--- config.mk ---
export PLATFORM = sky130hd
export DESIGN_NAME = ifu
export DESIGN_NICKNAME = d
export VERILOG_FILES = /design/src/rtl/ifu.sv
export SDC_FILE = /design/constraint.sdc
export NUM_CORES = 1
export LEC_CHECK = 0
export ABC_CLOCK_PERIOD_IN_PS = 1700
export BUFFER_PORTS_ARGS = -buffer_cell sky130_fd_sc_hd__buf_2
export CAP_MARGIN = 20
export CORE_ASPECT_RATIO = 2
export CORE_UTILIZATION = 40
export CTS_CLUSTER_DIAMETER = 100
export DETAILED_ROUTE_END_ITERATION = 16
export GPL_TIMING_DRIVEN = 0
export PLACE_DENSITY_LB_ADDON = 0.3
export SETUP_SLACK_MARGIN = 0.3
export SYNTH_ARGS = -nofsm -noshare
export SYNTH_HDL_FRONTEND = slang
export SYNTH_SLANG_ARGS = --single-unit
export TNS_END_PERCENT = 50
--- constraint.sdc ---
create_clock -name clk -period 1.7 [get_ports clk]
set_input_delay 0.085 -clock clk [delete_from_list [all_inputs] [get_ports clk]]
set_output_delay 0.085 -clock clk [all_outputs]
set_load 0.1 [all_outputs]
--- src/rtl/ifu.sv ---
// Instruction fetch: one outstanding word fetch; the fetched word is held for decode under valid/ready.
// Response-to-inst_valid is 1 cycle; inst_ready low holds HOLD and no new fetch; a redirect kills in-flight work.
module ifu #(
  parameter int              XLEN   = 32,
  parameter logic [XLEN-1:0] PC_RST = 32'h8000_0000
) (
  input  logic            clk,
  input  logic            rst_b,
  output logic            ibus_req,
  output logic [XLEN-1:0] ibus_addr,
  input  logic            ibus_ready,
  input  logic            ibus_rvalid,
  input  logic [XLEN-1:0] ibus_rdata,
  output logic [XLEN-1:0] inst,
  output logic [XLEN-1:0] inst_pc,
  output logic            inst_valid,
  input  logic            inst_ready,
  input  logic            redirect_valid,
  input  logic [XLEN-1:0] redirect_pc
);

  typedef enum logic [1:0] {S_IDLE, S_REQ, S_WAIT, S_HOLD} state_e;

  state_e          state_q, state_d;
  logic [XLEN-1:0] pc_q, pc_d;
  logic [XLEN-1:0] inst_q, inst_d;
  logic [XLEN-1:0] inst_pc_q, inst_pc_d;
  logic            drop_q, drop_d;
  logic [XLEN-1:0] target;

  assign target = redirect_pc & ~XLEN'(3);

  always_ff @(posedge clk or negedge rst_b) begin
    if (!rst_b) begin
      state_q   <= S_IDLE;
      pc_q      <= PC_RST;
      inst_q    <= '0;
      inst_pc_q <= PC_RST;
      drop_q    <= 1'b0;
    end else begin
      state_q   <= state_d;
      pc_q      <= pc_d;
      inst_q    <= inst_d;
      inst_pc_q <= inst_pc_d;
      drop_q    <= drop_d;
    end
  end

  always_comb begin
    state_d   = state_q;
    pc_d      = pc_q;
    inst_d    = inst_q;
    inst_pc_d = inst_pc_q;
    drop_d    = drop_q;
    case (state_q)
      S_IDLE: begin
        state_d = S_REQ;
        if (redirect_valid) pc_d = target;
      end
      S_REQ: begin
        if (ibus_ready) state_d = S_WAIT;
        if (redirect_valid) begin
          pc_d = target;
          // The old address was already accepted; its response must be thrown away.
          if (ibus_ready) drop_d = 1'b1;
        end
      end
      S_WAIT: begin
        if (ibus_rvalid) begin
          drop_d  = 1'b0;
          state_d = S_REQ;
          if (redirect_valid) begin
            pc_d = target;
          end else if (!drop_q) begin
            inst_d    = ibus_rdata;
            inst_pc_d = pc_q;
            state_d   = S_HOLD;
          end
        end else if (redirect_valid) begin
          pc_d   = target;
          drop_d = 1'b1;
        end
      end
      S_HOLD: begin
        if (redirect_valid) begin
          pc_d    = target;
          state_d = S_REQ;
        end else if (inst_ready) begin
          pc_d    = pc_q + XLEN'(4);
          state_d = S_REQ;
        end
      end
      default: state_d = S_IDLE;
    endcase
  end

  assign ibus_req   = (state_q == S_REQ);
  assign ibus_addr  = pc_q;
  assign inst_valid = (state_q == S_HOLD);
  assign inst       = inst_q;
  assign inst_pc    = inst_pc_q;

endmodule

==> impl_metrics.csv <==
group,metric,value,unit
outcome,status,"finished with violations",
outcome,violations,"negative setup slack",
sta,slew_headroom,0.6222,
hold_path,holdCritPathClass,"input port to flop",
grt,grt_pass1_wl,23.75,mm
yosys,synth_area_leaders,"dfrtp_1, mux2_2, a21oi_1",
layout,finalNonFillerCells,797,
yosys,synth_edf_count,0,
sta,tightest_slew,0.5667,ns
yosys,yosys.area.top_type,"dfrtp_1",
critical_path,path_buf_inv,2,
layout,drive_above_1_share,0.6286,
critical_path,cp_max_fo,6,
layout,fillCellCount,804,
critical_path,end_kind,"flop",
yosys,netlist_instances,398,
sta,setup_slack,-0.1747,ns
critical_path,slowest_stage,"or4_4",
critical_path,critical_path_arrival,2.16,ns
place,place_inst,702,
detailed_routing,antenna_left,0,
layout,n_antenna_cell,0,
clock_network,clock-sinks,95,
floorplanning,initial_core_util,0.4123,
layout,fin_nets,727,
yosys,yosysMostFrequentCell,"dfrtp_1",
yosys,synth_top_cells_by_count,"dfrtp_1, mux2_2, a21oi_1",
clock_network,clk_latency,0.36,ns
sta,finalClockSkew,0.009797,ns
detailed_routing,wl_per_cell,19.58,um
detailed_routing,drc,0,
clock_network,htreeDepth,3,
critical_path,rrSetupSlack,-0.17,ns
detailed_routing,via_count,4380,
sta,finalSetupTns,-6.117,ns
sta,layout_min_cycle_time,1.875,ns
critical_path,startpoint_type,"flop",
grt,grt_pass1_vias,4641,
layout,area.growth.synth_to_final,70.72,%
floorplanning,dieArea,0.01174,sq mm
layout,multi_input_area,0.002641,sq mm
floorplanning,rows,54,
floorplanning,io-pin-count,168,
yosys,synth_cell_types,54,
sta,whs,0.01172,ns
sta,finalHoldViolations,0,
place,gp_congestion,0.8209,
sta,rsz0062_at_grt,"true",
yosys,yosysWarnings,0,
yosys,async_flop_share,1.000,
grt,grt_max_degree,68,
clock_network,cts_tree,"done",
place,place_ws,-0.7070,ns
floorplanning,die_w,77.11,um
detailed_routing,drt_iter0_markers,343,
yosys,yosysTopAreaCellShare,0.5157,
critical_path,required,1.99,ns
critical_path,critPathKind,"flop to flop",
clock_network,root_buffer,"clkbuf_16",
yosys,synth-main-ff-cell,"dfrtp_1",
grt,antenna_found_initial,0,
detailed_routing,viasPerCell,5.496,
floorplanning,fp.dieH,152.2,um
floorplanning,coreArea,0.01095,sq mm
clock_network,cts_made_buffers,9,
critical_path,max_stage_delay,0.49,ns
yosys,synth.avg_cell_area,11.34,sq um
sta,period_share,1.103,
run,drv_cap,0,
grt,gr-total-overflow,0,
critical_path,cpMostUsedCell,"nand3_4",
layout,register_area,0.002431,sq mm
place,io_buffers,160,
detailed_routing,routed_wl,15.61,mm
clock_network,clockBufferDepth,2,
critical_path,crit_family,"simple AND/OR/NAND/NOR gates",
detailed_routing,dr.pass1.iters,5,
yosys,syn_area,0.004513,sq mm
sta,max_freq,0.5334,GHz
place,dp_hpwl,9.985,mm
sta,slew_violations,0,
clock_network,clk_pin_slew,0.08,ns
sta,finalSetupViolCount,76,
grt,grtUsageTotal,0.2630,
yosys,ys_seq_area_frac,0.5273,
critical_path,crit_path_cell_trace,"nand3_4 -> nor4_4 -> buf_4 -> buf_8 -> nand3_4 -> or4_4 -> nand3_2",
yosys,synth.ff_latch_count,95,
-- stage by stage --
stage          utilization  instance area (sq um)
6_report            0.7039                   7705
5_1_grt             0.7039                   7705
4_1_cts             0.6445                   7054
3_5_place_dp        0.5373                   5881
3_3_place_gp        0.5345                   5851
2_1_floorplan            -                   4875
-- logic make-up after synthesis --
group / Yosys count / synth area share
AND/OR/NAND/NOR: 108 / 0.1378
flip-flops: 95 / 0.5273
AO/OA/AOI/OAI: 92 / 0.1286
multiplexers: 63 / 0.1569
buffers and inverters: 34 / 0.03465
adder cells (fa/ha/maj): 5 / 0.01386
other: 1 / 0.0008309
-- final cells by class --
class                           count  area share
Inverter                            6    0.003248
Sequential cell                    95      0.3155
Clock inverter                      7    0.007145
Buffer                             28     0.05180
Timing Repair Buffer              240      0.2275
Clock buffer                        9     0.02923
Tap cell                          140     0.02273
Multi-Input combinational cell    272      0.3428
-- final timing paths --
check                                 to  cells past startpoint             from
hold reg to reg                 inst[25]                      1         inst[25]
hold / removal             ibus_addr[12]                      3  redirect_pc[12]
setup reg to reg           ibus_addr[29]                      7     ibus_addr[4]
min in group asynchronous    inst_pc[15]                      2            rst_b
max in group asynchronous   ibus_addr[3]                      3            rst_b
setup / recovery           ibus_addr[29]                      7     ibus_addr[4]
-- layer usage --
layer | track usage | routed length (um) | vias to the layer above
li1 | - | - | 1964
met1 | 0.2718 | 5504 | 2183
met2 | 0.4860 | 8790 | 189
met3 | 0.04671 | 707 | 44
met4 | 0.1509 | 608 | 0
met5 | 0 | 0 | -
-- repair_timing --
item                                   4_1_cts  5_1_grt
gates cloned                                 2        4
gates resized for setup                     82       94
endpoints found under the hold margin       61        0
buffers inserted                            22       17
pin swaps                                   14       28
hold buffers                                34        0
setup endpoints to repair                   97       98
-- cell usage in the layout (no fill, tap or decap), drive strengths merged, types with 2 or more instances in the layout --
master / n
a211oi: 3
clkbuf: 22
dlygate4sd3: 34
dfstp: 2
or4: 2
ha: 5
nand2b: 2
buf: 221
clkinv: 3
nand2: 27
and3: 5
o311ai: 2
conb: 4
nor2: 23
a21oi: 33
and4: 2
o22a: 3
and2: 3
a2bb2oi: 7
nand3: 15
nor4: 5
o211ai: 2
nor2b: 3
a311oi: 3
o22ai: 11
dfrtp: 93
a31oi: 3
nand4: 6
o21ai: 17
mux2: 62
or3: 6
nor3: 7
inv: 9
-- registers in the layout (all words and copies together) (netlist names) --
signal	flops
state_q	2
inst_pc	30
drop_q	1
ibus_addr	30
inst	32
-- worst reg2reg max path: cells and delay by family (launching register included) --
family / cells / cell delay, ns
buffers and inverters: 2 / 0.29
DFF: 1 / 0.47
and+or+nand+nor: 5 / 1.04
Power is left out: the tool's default activity adds up to more than one toggle a clock period on the data nets, which glitch-free logic cannot reach.
